$ cat src/rtl/alu_writeback_if.sv
// alu_writeback_if: ALU result channel plus register-file write-back channel
interface alu_writeback_if #(
  parameter int REG_ADDR_W = 5
);
  logic                  in_valid;
  logic                  in_ready;
  logic [63:0]           in_result;
  logic                  in_carry;
  logic [1:0]            in_size;
  logic                  in_signed;
  logic [REG_ADDR_W-1:0] in_dest;
  logic                  wb_valid;
  logic                  wb_ready;
  logic [REG_ADDR_W-1:0] wb_addr;
  logic [63:0]           wb_data;
  logic [2:0]            wb_flags;
  modport master (
    output in_valid, in_result, in_carry, in_size, in_signed, in_dest, wb_ready,
    input  in_ready, wb_valid, wb_addr, wb_data, wb_flags
  );
  modport slave (
    input  in_valid, in_result, in_carry, in_size, in_signed, in_dest, wb_ready,
    output in_ready, wb_valid, wb_addr, wb_data, wb_flags
  );
endinterface

$ cat src/rtl/alu_writeback.sv
// alu_writeback: extends ALU results to 64b with {C,N,Z} flags and queues them for the register file; ALU_WB_BYPASS_EN adds same-cycle forwarding when empty
module alu_writeback #(
  parameter int DEPTH      = 2,
  parameter int REG_ADDR_W = 5
) (
  input  logic          clk,
  input  logic          rst,
  alu_writeback_if.slave bus,
  output logic [3:0]    count,
  output logic [15:0]   stall_cnt
);
  localparam int             PW      = DEPTH > 1 ? $clog2(DEPTH) : 1;
  localparam logic [3:0]     DEPTH_C = 4'(DEPTH);
  localparam logic [PW-1:0]  LAST    = PW'(DEPTH - 1);
  logic [REG_ADDR_W-1:0] mem_addr  [DEPTH];
  logic [63:0]           mem_data  [DEPTH];
  logic [2:0]            mem_flags [DEPTH];
  logic [PW-1:0]         wr_ptr, rd_ptr;
  logic [63:0]           n_data;
  logic [2:0]            n_flags;
  logic                  n_neg, ext;
  logic                  fifo_valid, bypass, push, pop;
  always_comb begin
    n_neg = bus.in_size == 2'd0 ? bus.in_result[7] :
            bus.in_size == 2'd1 ? bus.in_result[15] :
            bus.in_size == 2'd2 ? bus.in_result[31] : bus.in_result[63];
    ext = bus.in_signed & n_neg;
    n_data = bus.in_size == 2'd0 ? {{56{ext}}, bus.in_result[7:0]} :
             bus.in_size == 2'd1 ? {{48{ext}}, bus.in_result[15:0]} :
             bus.in_size == 2'd2 ? {{32{ext}}, bus.in_result[31:0]} : bus.in_result;
    n_flags = {bus.in_carry, n_neg, n_data == 64'd0};
  end
  assign fifo_valid = count != 4'd0;
`ifdef ALU_WB_BYPASS_EN
  assign bypass = !rst && !fifo_valid && bus.in_valid && bus.wb_ready;
`else
  assign bypass = 1'b0;
`endif
  // in_ready depends only on occupancy so a pop can never open a slot in the same cycle
  assign bus.in_ready = !rst && count < DEPTH_C;
  assign push         = bus.in_valid && bus.in_ready && !bypass;
  assign pop          = fifo_valid && bus.wb_ready;
  assign bus.wb_valid = fifo_valid || bypass;
  assign bus.wb_addr  = bypass ? bus.in_dest : fifo_valid ? mem_addr[rd_ptr]  : '0;
  assign bus.wb_data  = bypass ? n_data      : fifo_valid ? mem_data[rd_ptr]  : '0;
  assign bus.wb_flags = bypass ? n_flags     : fifo_valid ? mem_flags[rd_ptr] : '0;
  always_ff @(posedge clk or posedge rst) begin
    if (rst) begin
      count     <= 4'd0;
      wr_ptr    <= '0;
      rd_ptr    <= '0;
      stall_cnt <= 16'd0;
    end else begin
      if (push) wr_ptr <= wr_ptr == LAST ? '0 : wr_ptr + 1'b1;
      if (pop) rd_ptr <= rd_ptr == LAST ? '0 : rd_ptr + 1'b1;
      count <= push && !pop ? count + 4'd1 : pop && !push ? count - 4'd1 : count;
      if (bus.wb_valid && !bus.wb_ready && stall_cnt != 16'hFFFF) stall_cnt <= stall_cnt + 16'd1;
    end
  end
  always_ff @(posedge clk) begin
    if (push) begin
      mem_addr[wr_ptr]  <= bus.in_dest;
      mem_data[wr_ptr]  <= n_data;
      mem_flags[wr_ptr] <= n_flags;
    end
  end
endmodule

$ cat src/flat_wrapper.sv
// flat-port wrapper written by rule: the top's interface ports become plain ports
module alu_writeback_flat 
#(
  parameter int DEPTH      = 2,
  parameter int REG_ADDR_W = 5
)
  (clk, rst, count, stall_cnt, bus_in_valid, bus_in_result, bus_in_carry, bus_in_size, bus_in_signed, bus_in_dest, bus_wb_ready, bus_in_ready, bus_wb_valid, bus_wb_addr, bus_wb_data, bus_wb_flags);
  alu_writeback_if #(.REG_ADDR_W(REG_ADDR_W)) bus_i ();
  input  logic clk;
  input  logic rst;
  output logic [3:0] count;
  output logic [15:0] stall_cnt;
  input wire logic [$bits(bus_i.in_valid)-1:0] bus_in_valid;
  input wire logic [$bits(bus_i.in_result)-1:0] bus_in_result;
  input wire logic [$bits(bus_i.in_carry)-1:0] bus_in_carry;
  input wire logic [$bits(bus_i.in_size)-1:0] bus_in_size;
  input wire logic [$bits(bus_i.in_signed)-1:0] bus_in_signed;
  input wire logic [$bits(bus_i.in_dest)-1:0] bus_in_dest;
  input wire logic [$bits(bus_i.wb_ready)-1:0] bus_wb_ready;
  output wire logic [$bits(bus_i.in_ready)-1:0] bus_in_ready;
  output wire logic [$bits(bus_i.wb_valid)-1:0] bus_wb_valid;
  output wire logic [$bits(bus_i.wb_addr)-1:0] bus_wb_addr;
  output wire logic [$bits(bus_i.wb_data)-1:0] bus_wb_data;
  output wire logic [$bits(bus_i.wb_flags)-1:0] bus_wb_flags;
  assign bus_i.in_valid = bus_in_valid;
  assign bus_i.in_result = bus_in_result;
  assign bus_i.in_carry = bus_in_carry;
  assign bus_i.in_size = bus_in_size;
  assign bus_i.in_signed = bus_in_signed;
  assign bus_i.in_dest = bus_in_dest;
  assign bus_i.wb_ready = bus_wb_ready;
  assign bus_in_ready = bus_i.in_ready;
  assign bus_wb_valid = bus_i.wb_valid;
  assign bus_wb_addr = bus_i.wb_addr;
  assign bus_wb_data = bus_i.wb_data;
  assign bus_wb_flags = bus_i.wb_flags;
  alu_writeback #(.DEPTH(DEPTH), .REG_ADDR_W(REG_ADDR_W)) u_core (.clk(clk), .rst(rst), .bus(bus_i), .count(count), .stall_cnt(stall_cnt));
endmodule
$ cat config.mk
export PLATFORM = sky130hd
export DESIGN_NAME = alu_writeback_flat
export DESIGN_NICKNAME = d
export VERILOG_FILES = /design/src/rtl/alu_writeback_if.sv /design/src/rtl/alu_writeback.sv /design/src/flat_wrapper.sv
export SDC_FILE = /design/constraint.sdc
export NUM_CORES = 1
export LEC_CHECK = 0
export CAP_MARGIN = 30
export CORE_UTILIZATION = 41
export DETAILED_ROUTE_END_ITERATION = 12
export GPL_TIMING_DRIVEN = 0
export HOLD_SLACK_MARGIN = 0.1
export PLACE_DENSITY_LB_ADDON = 0.1
export RECOVER_POWER = 50
export SLEW_MARGIN = 20
export SYNTH_ARGS = -nofsm -noshare
export SYNTH_HDL_FRONTEND = slang
export SYNTH_SLANG_ARGS = --single-unit
export TNS_END_PERCENT = 1
$ cat constraint.sdc
create_clock -name clk -period 5.2 [get_ports clk]
set_input_delay 0.78 -clock clk [delete_from_list [all_inputs] [get_ports clk]]
set_output_delay 0.78 -clock clk [all_outputs]
set_load 0.1 [all_outputs]
==> summary.md <==
| Metric | Value |
|---|---|
| Setup Buffers After CTS | 0 |
| Routed wire length | 17100 um |
| Area of the mapped netlist | 7300 sq um |
| Top cells by count, synth | edfxtp_1, nor2_1, mux2i_1 |
| Top-count cell post-synth | edfxtp_1 |
| TNS Setup | 0 ns |
| Final ANT Viol Nets | 0 |
| Routability cong. | 0.834 |
| Port bufs | 170 |
| Root buffer selected by CTS | clkbuf_16 |
| Share of the synthesized area in the top cell type | 59.2% |
| Die X | 135 um |
| Max-Slew Margin vs Limit | -38.5% |
| Crit path capture type | output port |
| CP required | 4.42 ns |
| Reg2reg path depth | 6 |
| Top_reg_cell synth | edfxtp_1 |
| Share of layout cells above drive strength 1 | 8.05% |
| # DRC | 0 |
| Seq cells post-synth | 166 |
| Crit Path Max Fanout | 10 |
| Post-layout min period | 4.21 ns |
| FF-to-FF setup slack | 1.55 ns |
| Startpoint types | flip-flop |
| Final Cycle Share | 81.0% |
| Placed cell count | 924 |
| Die area | 18300 sq um |
| Vias in the first global route | 5006 |
| Failing checks | capacitance limit, slew limit |
| Seq/Total Area, Yosys | 66.8% |
| CTS Hold Bufs | 0 |
| DR vias/cell | 5.14 |
| CTS tree | yes |
| Routed wire length per instance | 17.8 um |
| Global-route wire length before repair | 26200 um |
| Hold Vio Cnt, Final | 0 |
| Largest net degree at the start of global routing | 42 |
| Ys async rst share | 13.3% |
| Core area | 17400 sq um |
| Max Clock Freq | 0.238 GHz |
| Status | finished, violations left |
| Distinct cell type count after synthesis | 40 |
| Least-Margin Pin Slew | 2.08 ns |
| Final non-filler cell total | 959 |
| Yosys warns | 0 |
| Count of TritonRoute iterations in the first routing pass | 4 |
| EDFF count, synth | 144 |
| Row cnt | 48 |
| Synth-to-Final Area Change | 36.3% |
| Initial core utilization | 42.1% |
| Syn nets | 606 |
| Overflow after GRT | 0 |
| Cells resized by post-CTS repair | 0 |
| Post-synth top area cell | edfxtp_1 |
| Initial antenna violation count | 1 |
| Hold Path End | u_core.stall_cnt[8] |
| Origin of the critical flop-to-flop path | u_core.count[1] |
| Synth top area cells | edfxtp_1, mux2i_1, dfrtp_1, a21o_1, nor2_1 |
| Die height | 135 um |
| WHS | 0.501 ns |
| Bufs on Longest Clock Path | 2 |
| Max Slew Vio Count | 41 |
| # setup viols final | 0 |
| Arr. time, crit path | 3.43 ns |
| Crit Reg-Reg Endpoint | u_core.mem_data[0][20] |
| Routed via count | 4931 |
| Critical path class | flip-flop to output port |
| Hold_sp | u_core.stall_cnt[8] |
| Io pins | 171 |
| H-Tree Depth | 4 |
| TritonCTS Buffers | 17 |
| RSZ-0062 raised after global routing | false |
| Clock latency at the later pin of the worst-skew pair | 0.42 ns |
| Overall fraction of global-route tracks in use | 19.2% |
| TritonCTS Sinks | 166 |
| CTS clk-pin slew, worst paths | 0.06 ns |
| Nets | 802 |
| Hold depth | 1 |
| Post-DP HPWL | 12200 um |
| Synthesized area per cell | 13.9 sq um |
| Hold crit path type | flip-flop to flip-flop |
| Initial drt markers | 237 |
| Post-Synthesis Cells | 524 |
| Clock Skews | 0.0122 ns |
| Number of max-cap violations | 1 |
metal layers:
metal | vias to the layer above | GRT usage, % | wire length, um | part of all wire (%)
met2 | 129 | 32.9 | 8690 | 51
met4 | 0 | 6.62 | 180 | 1.1
li1 | 2365 | - | - | -
met3 | 15 | 4.08 | 648 | 3.8
met5 | - | 0 | 0 | 0
met1 | 2422 | 23.9 | 7550 | 44
cells in the final DEF, fill, tap and decap left out, types with 5 or more instances in the layout:
cell type	count
nor4_1	17
nand4_1	9
dfrtp_1	22
a21o_1	49
clkbuf_16	17
o21ai_0	12
inv_6	7
nor2_1	79
edfxtp_1	144
mux2i_1	74
and3_1	6
o211ai_1	6
clkbuf_1	15
buf_2	17
dlygate4sd3_1	17
xnor2_1	20
clkdlybuf4s50_1	153
nand3_1	5
nand2_1	14
worst max-delay path, cell delays in order, from the launching register on:
cell and delay [ns]:
dfrtp_1 0.45, nor4_1 0.73, buf_2 0.45, buf_2 0.30
nor2_1 0.07, clkdlybuf4s50_1 1.00
metrics by stage:
stage / util, % / instance area [sq um] / setup WS, ns
3_5_place_dp: 54.4 / 9430 / 1.69
6_report: 57.4 / 9960 / 0.990
4_1_cts: 57.7 / 10000 / 1.21
2_1_floorplan: - / 7320 / 0.0641
3_3_place_gp: 53.6 / 9300 / 0.416
5_1_grt: 57.3 / 9950 / 0.752
worst max path at each step:
stage	start	to	slack, ns	cells after the start
2_1_floorplan	u_core.count[1]	u_core.mem_addr[1][0]	0.06	2
5_1_grt	u_core.count[0]	bus_wb_data[0]	0.75	5
3_5_place_dp	u_core.rd_ptr	bus_wb_data[32]	1.69	5
3_3_place_gp	rst	u_core.mem_data[1][24]	0.42	3
6_report	u_core.count[0]	bus_wb_data[1]	0.99	5
4_1_cts	u_core.rd_ptr	bus_wb_data[32]	1.21	5
kinds of logic (layout without fill, tap and decap cells):
logic type | count (synthesis) | in the layout | share of synthesized area, %
AOI/OAI and AO/OA | 75 | 75 | 7.33
xor gates and xnor gates | 20 | 20 | 2.40
adders and majority gates | 5 | 5 | 0.960
buffers and inverters | 36 | 245 | 2.23
DFF | 166 | 166 | 66.8
muxes | 76 | 76 | 10.5
other | 0 | 1 | 0
and+or+nand+nor | 146 | 146 | 9.87
state kept, by name, summed over array words and instances (netlist names):
signal            cells
u_core.count          4
u_core.mem_addr      10
u_core.mem_data     128
u_core.mem_flags      6
u_core.rd_ptr         1
u_core.stall_cnt     16
u_core.wr_ptr         1
final cells by class:
| class | instances | area, sq um |
|---|---|---|
| flip-flops and latches | 166 | 4870 |
| inverters | 5 | 18.8 |
| well taps | 225 | 282 |
| fillers | 1434 | 7400 |
| multi-input cells | 322 | 2240 |
| repair buffers | 177 | 1820 |
| clock buffers | 17 | 425 |
| diodes | 1 | 2.50 |
| plain buffers | 31 | 138 |
| clock inverters | 15 | 158 |
Power is not shown: default switching activity piles up to over one toggle a cycle in this logic, so the estimate is an artifact.
==> edit 1 (same flow settings) <==
Put a register stage on the output `bus.wb_flags`. The value now appears one clock later.
--- a/src/rtl/alu_writeback.sv
+++ b/src/rtl/alu_writeback.sv
@@ -43,7 +43,9 @@
   assign bus.wb_valid = fifo_valid || bypass;
   assign bus.wb_addr  = bypass ? bus.in_dest : fifo_valid ? mem_addr[rd_ptr]  : '0;
   assign bus.wb_data  = bypass ? n_data      : fifo_valid ? mem_data[rd_ptr]  : '0;
-  assign bus.wb_flags = bypass ? n_flags     : fifo_valid ? mem_flags[rd_ptr] : '0;
+  always_ff @(posedge clk) begin
+    bus.wb_flags <= bypass ? n_flags     : fifo_valid ? mem_flags[rd_ptr] : '0;
+  end
   always_ff @(posedge clk or posedge rst) begin
     if (rst) begin
       count     <= 4'd0;
Function: changed (a bounded check fails within 4 cycles, from zero or initial values and one cycle with rst high).
==> edit 1 against the unedited design <==
The flow still finishes with violations (capacitance limit, slew limit). Sequential cell count up 3. Worst setup slack got worse by 74 ps. Die area is 1.2% higher. Area after synthesis rose by 1.2%. Wire length down 0.94%. Cell area increased by 0.29%. Critical path type is now input port to flop.
Power is left out: the tool's default activity adds up to more than one toggle a clock period on the data nets, which glitch-free logic cannot reach.
==> edit 1: results (changes against the unedited design) <==
| Metric | Value |
|---|---|
| Outcome | finished, violations left (unchanged) |
| Failing checks | capacitance limit, slew limit (unchanged) |
| Maximum number of pins on one net before global-route repair | 39 (was 42) |
| Delay-heaviest family, CP | simple AND/OR/NAND/NOR gates (was buffers and inverters) |
| Critical Path AT | 4320 ps (was 3430 ps) |
| Synth Area in Adders | 0.00948 (was 0.00960) |
| Post-DP HPWL | 12,000 µm (was 12,200 µm) |
| Vias in the first global route | 4,933 (was 5,006) |
| Worst slew margin | -0.312 (was -0.385) |
| Main area contributors after synthesis | edfxtp_1 59%, mux2i_1 10%, dfrtp_1 7.4%, a21o_1 5.0%, nor2_1 4.0% (was edfxtp_1 59%, mux2i_1 10%, dfrtp_1 7.5%, a21o_1 5.0%, nor2_1 4.1%) |
| MaxCap Viol Count | 2 (was 1) |
| Synth Area in Compound Gates | 0.0657 (was 0.0733) |
| Final slew viol count | 56 (was 41) |
| CP max FO | 38 (was 10) |
| Seq/Total Area, Yosys | 0.668 (about the same) |
| Share of cells above drive strength 1 | 0.0752 (was 0.0805) |
| Inserted Diodes | 0 (was 1) |
| Worst stage delay on the critical path | 1530 ps (was 1000 ps) |
| Met2 GRT Util | 0.305 (was 0.329) |
| Initial antenna violation count | 0 (was 1) |
| Final Wtd Congestion | 0.793 (was 0.834) |
| Clock skew | 7.52 ps (was 12.2 ps) |
| Die width | 136 µm (was 135 µm) |
| Overall routing resource usage | 0.188 (was 0.192) |
| Distinct cells, synth | 42 (was 40) |
| TritonRoute pass-1 iters | 6 (was 4) |
| Most frequent cells after synthesis | 144 x edfxtp_1, 79 x nor2_1, 75 x mux2i_1 (was 144 x edfxtp_1, 79 x nor2_1, 74 x mux2i_1) |
| Fillers | 1,402 (was 1,434) |
| Met1 usage | 0.247 (was 0.239) |
| Mux cell area share after synthesis | 0.106 (was 0.105) |
| Crit-path slowest cell | and3_1 (was clkdlybuf4s50_1) |
| GR Util met3 | 0.0433 (was 0.0408) |
| WL final | 16,900 µm (was 17,100 µm) |
| Post-synth ARST share | 0.130 (was 0.133) |
## edit 1: cell count changes in the layout (fill, tap and decap cells not counted), moves of 4 or more
cell	delta
xnor2_1	-5
nor3_1	+4
and3_1	-4
o211ai_1	-6
inv_1	+4
xor2_1	+5
## edit 1: logic make-up (layout without fill, tap and decap cells)
logic type	count (synthesis)	count (layout)
flip-flops	169	169
AND/OR/NAND/NOR	149	149
multiplexers	78	78
AO/OA/AOI/OAI	68	68
buffers and inverters	35	242
XOR/XNOR	20	20
adder cells (fa/ha/maj)	5	5
## edit 1: worst register-to-register path: cells and delay by family (launching register included)
family / cells / cell delay [ps]
buf+inv: 1 / 960
flops: 1 / 450
simple gates: 2 / 2100
## edit 1: cell type report
| class | instances | area, µm² | area share |
|---|---|---|---|
| Clock inverter | 14 | 144 | 0.0144 |
| Buffer | 27 | 119 | 0.0119 |
| Multi-Input combinational cell | 320 | 2250 | 0.226 |
| Timing Repair Buffer | 175 | 1790 | 0.180 |
| Sequential cell | 169 | 4930 | 0.494 |
| Inverter | 8 | 30.0 | 0.00301 |
| Clock buffer | 18 | 429 | 0.0430 |
| Tap cell | 225 | 282 | 0.0282 |
## edit 1: layer usage
metal / vias to the layer above / wire length [µm]
li1: 2358 / -
met1: 2386 / 7380
met2: 132 / 8490
met3: 16 / 774
met4: 0 / 260
met5: - / 0
## edit 1: path summary, 6_finish.rpt
kind / start / endpoint / slack, ps / cells after the start
worst min-delay path: u_core.mem_flags[0][0] / u_core.bus.wb_flags[0] / 490 / 2
worst min register to register: u_core.mem_flags[0][0] / u_core.bus.wb_flags[0] / 490 / 2
worst max-delay path: rst / u_core.mem_data[1][32] / 920 / 4
worst max register to register: u_core.count[1] / u_core.mem_data[1][32] / 1270 / 3
min in group asynchronous: rst / u_core.count[3] / 750 / 2
max in group asynchronous: rst / u_core.stall_cnt[11] / 3340 / 3
## edit 1: per-stage QoR
stage	std cells	util	setup WS, ps	hold WS [ps]	area (µm²)
floorplan	524	-	63.2	453	7400
global placement	919	0.537	454	472	9390
detailed placement	923	0.543	1700	477	9500
CTS	955	0.576	1230	492	10100
global route	956	0.571	596	519	9980
finish	956	0.571	917	488	9980
==> edit 2 (config.mk and constraints unchanged) <==
Made on the original files. `DEPTH` is set to 2 in 2 places; all go to 1.
--- a/src/rtl/alu_writeback.sv
+++ b/src/rtl/alu_writeback.sv
@@ -1,6 +1,6 @@
 // alu_writeback: extends ALU results to 64b with {C,N,Z} flags and queues them for the register file; ALU_WB_BYPASS_EN adds same-cycle forwarding when empty
 module alu_writeback #(
-  parameter int DEPTH      = 2,
+  parameter int DEPTH      = 1,
   parameter int REG_ADDR_W = 5
 ) (
   input  logic          clk,
--- a/src/flat_wrapper.sv
+++ b/src/flat_wrapper.sv
@@ -1,7 +1,7 @@
 // flat-port wrapper written by rule: the top's interface ports become plain ports
 module alu_writeback_flat 
 #(
-  parameter int DEPTH      = 2,
+  parameter int DEPTH      = 1,
   parameter int REG_ADDR_W = 5
 )
   (clk, rst, count, stall_cnt, bus_in_valid, bus_in_result, bus_in_carry, bus_in_size, bus_in_signed, bus_in_dest, bus_wb_ready, bus_in_ready, bus_wb_valid, bus_wb_addr, bus_wb_data, bus_wb_flags);
Function: changed (Yosys sat finds a counterexample within 4 cycles, from zero or initial values and one cycle with rst high).
==> edit 2 against the unedited design <==
Cell area fell by 33%. Count of clock-buffer cells in the layout fell by 8. Clock skew fell by 3.1 ps. Final cell count fell by 21%. Non-clock buffer count fell by 12. Sequential cell count fell by 74. Wire length fell by 33%. Worst setup slack got worse by 200 ps. Area after synthesis fell by 37%. Maximum frequency fell by 4.6%. Critical endpoint is now bus_wb_data[23].
==> edit 2: results (changes against the unedited design) <==
| Metric | Value |
|---|---|
| Placed cell areas | 6470 µm² (was 9430 µm²) |
| CTS buffer count | 9 (was 17) |
| Most frequent cells after synthesis | 79 x nand2_1, 72 x edfxtp_1, 72 x nor2b_1 (was 144 x edfxtp_1, 79 x nor2_1, 74 x mux2i_1) |
| Maximum number of pins on one net before global-route repair | 42 (unchanged) |
| Sw Share | 0.553 |
| Seq. pwr | 0.943 mW |
| CP max FO | 10 (unchanged) |
| Seq/Total Area, Yosys | 0.583 (was 0.668) |
| Overall routing resource usage | 0.201 (was 0.192) |
| Initial DRC count | 154 (was 237) |
| Share of cells above drive strength 1 | 0.0521 (was 0.0805) |
| Worst Hold Path Cells | 1 (unchanged) |
| Layout Nets | 690 (was 802) |
| Post-Syn Area per Cell | 10.7 µm² (was 13.9 µm²) |
| Initial antenna violation count | 0 (was 1) |
| TritonRoute pass-1 iters | 6 (was 4) |
| Clock skew | 9.14 ps (was 12.2 ps) |
| Worst-case reg-to-reg path depth | 9 (was 6) |
| Cell Count, Final, Fillers Out | 754 (was 959) |
| Htree depth | 3 (was 4) |
| Clock-net power | 0.436 mW |
| Postcts setup bufs | 0 (unchanged) |
| Main area contributors after synthesis | edfxtp_1 47%, dfrtp_1 11%, nor2b_1 9.9%, nand2_1 6.5%, nand3_1 4.1% (was edfxtp_1 59%, mux2i_1 10%, dfrtp_1 7.5%, a21o_1 5.0%, nor2_1 4.1%) |
| Leakage | 2.60 nW |
| Synthesis Warnings | 0 (unchanged) |
| Clock power share | 0.133 |
| Final Wtd Congestion | 0.868 (was 0.834) |
| Distinct cells, synth | 49 (was 40) |
| Fillers | 955 (was 1,434) |
| Post_cts resized | 0 (unchanged) |
| Vias in the first global route | 3,597 (was 5,006) |
| Drt via density | 5.04 (was 5.14) |
| Post-synth top flop | edfxtp_1 (unchanged) |
| Hold Path Class | flop to flop (unchanged) |
| Top flop regs | u_core.mem_data (64), u_core.stall_cnt (16), u_core.mem_addr (5) (was u_core.mem_data (128), u_core.stall_cnt (16), u_core.mem_addr (10)) |
| Post-DP HPWL | 8660 µm (was 12,200 µm) |
| Inserted Diodes | 0 (was 1) |
| Clock-pin slew on the worst setup and hold paths | 90 ps (was 60 ps) |
| Post-synth EDFFs | 72 (was 144) |
| Worst Setup Slack post-DPL | 1400 ps (was 1690 ps) |
| Post-synth net total | 508 (was 606) |
| Port bufs | 170 (unchanged) |
| Max rail drop VDD | 0.000431 V |
| Least-Margin Pin Slew | 1020 ps (was 2080 ps) |
| Clock tree buffer depth | 2 (unchanged) |
| Post-synth ARST share | 0.217 (was 0.133) |
| Dpl cells | 738 (was 924) |
| First-pass GRT wire length | 17,600 µm (was 26,200 µm) |
| Clk root buf | clkbuf_8 (was clkbuf_16) |
| Critical Path AT | 3630 ps (was 3430 ps) |
| WL final | 11,400 µm (was 17,100 µm) |
| Worst-Skew Late Latency | 350 ps (was 420 ps) |
| Outcome | completed (was finished, violations left) |
-- edit 2: logic make-up (layout without fill, tap and decap cells) --
kind of cell | Yosys count | count (layout) | synth area share
buf+inv | 30 | 217 | 0.0274
fa+ha+maj | 4 | 4 | 0.0110
simple gates | 247 | 247 | 0.287
mux | 5 | 5 | 0.0118
xor+xnor | 16 | 16 | 0.0307
flops | 92 | 92 | 0.583
compound gates | 33 | 33 | 0.0493
-- edit 2: critical path, stage by stage, from the launching register on --
cell and delay, ps:
dfrtp_1 450, inv_1 80, ha_1 170, nor3b_1 680
clkbuf_1 500, buf_2 330, nor2b_1 90, clkdlybuf4s50_1 970
-- edit 2: per-layer routing --
metal	part of all wire	up-vias	GRT usage
met3	0.066	18	0.0581
met1	0.42	1779	0.240
met4	0.019	0	0.0695
met5	0	-	0
li1	-	1878	-
met2	0.50	128	0.345
-- edit 2: path summary, 6_finish.rpt --
path | startpoint | to | slack [ps]
setup reg to reg | u_core.count[0] | u_core.count[2] | 1760
min in group asynchronous | rst | u_core.count[2] | 1040
max in group asynchronous | rst | u_core.stall_cnt[7] | 3650
setup / recovery | u_core.count[0] | bus_wb_data[23] | 790
hold / removal | u_core.stall_cnt[13] | u_core.stall_cnt[13] | 490
hold reg to reg | u_core.stall_cnt[13] | u_core.stall_cnt[13] | 490
-- edit 2: area by class of cell --
class,instances,area [µm²],share of cell area
clock buffers,9,124,0.0187
flip-flops and latches,92,2660,0.401
inverters,5,18.8,0.00283
plain buffers,25,103,0.0155
clock inverters,7,50.0,0.00755
repair buffers,171,1720,0.260
well taps,140,175,0.0264
multi-input cells,305,1780,0.268
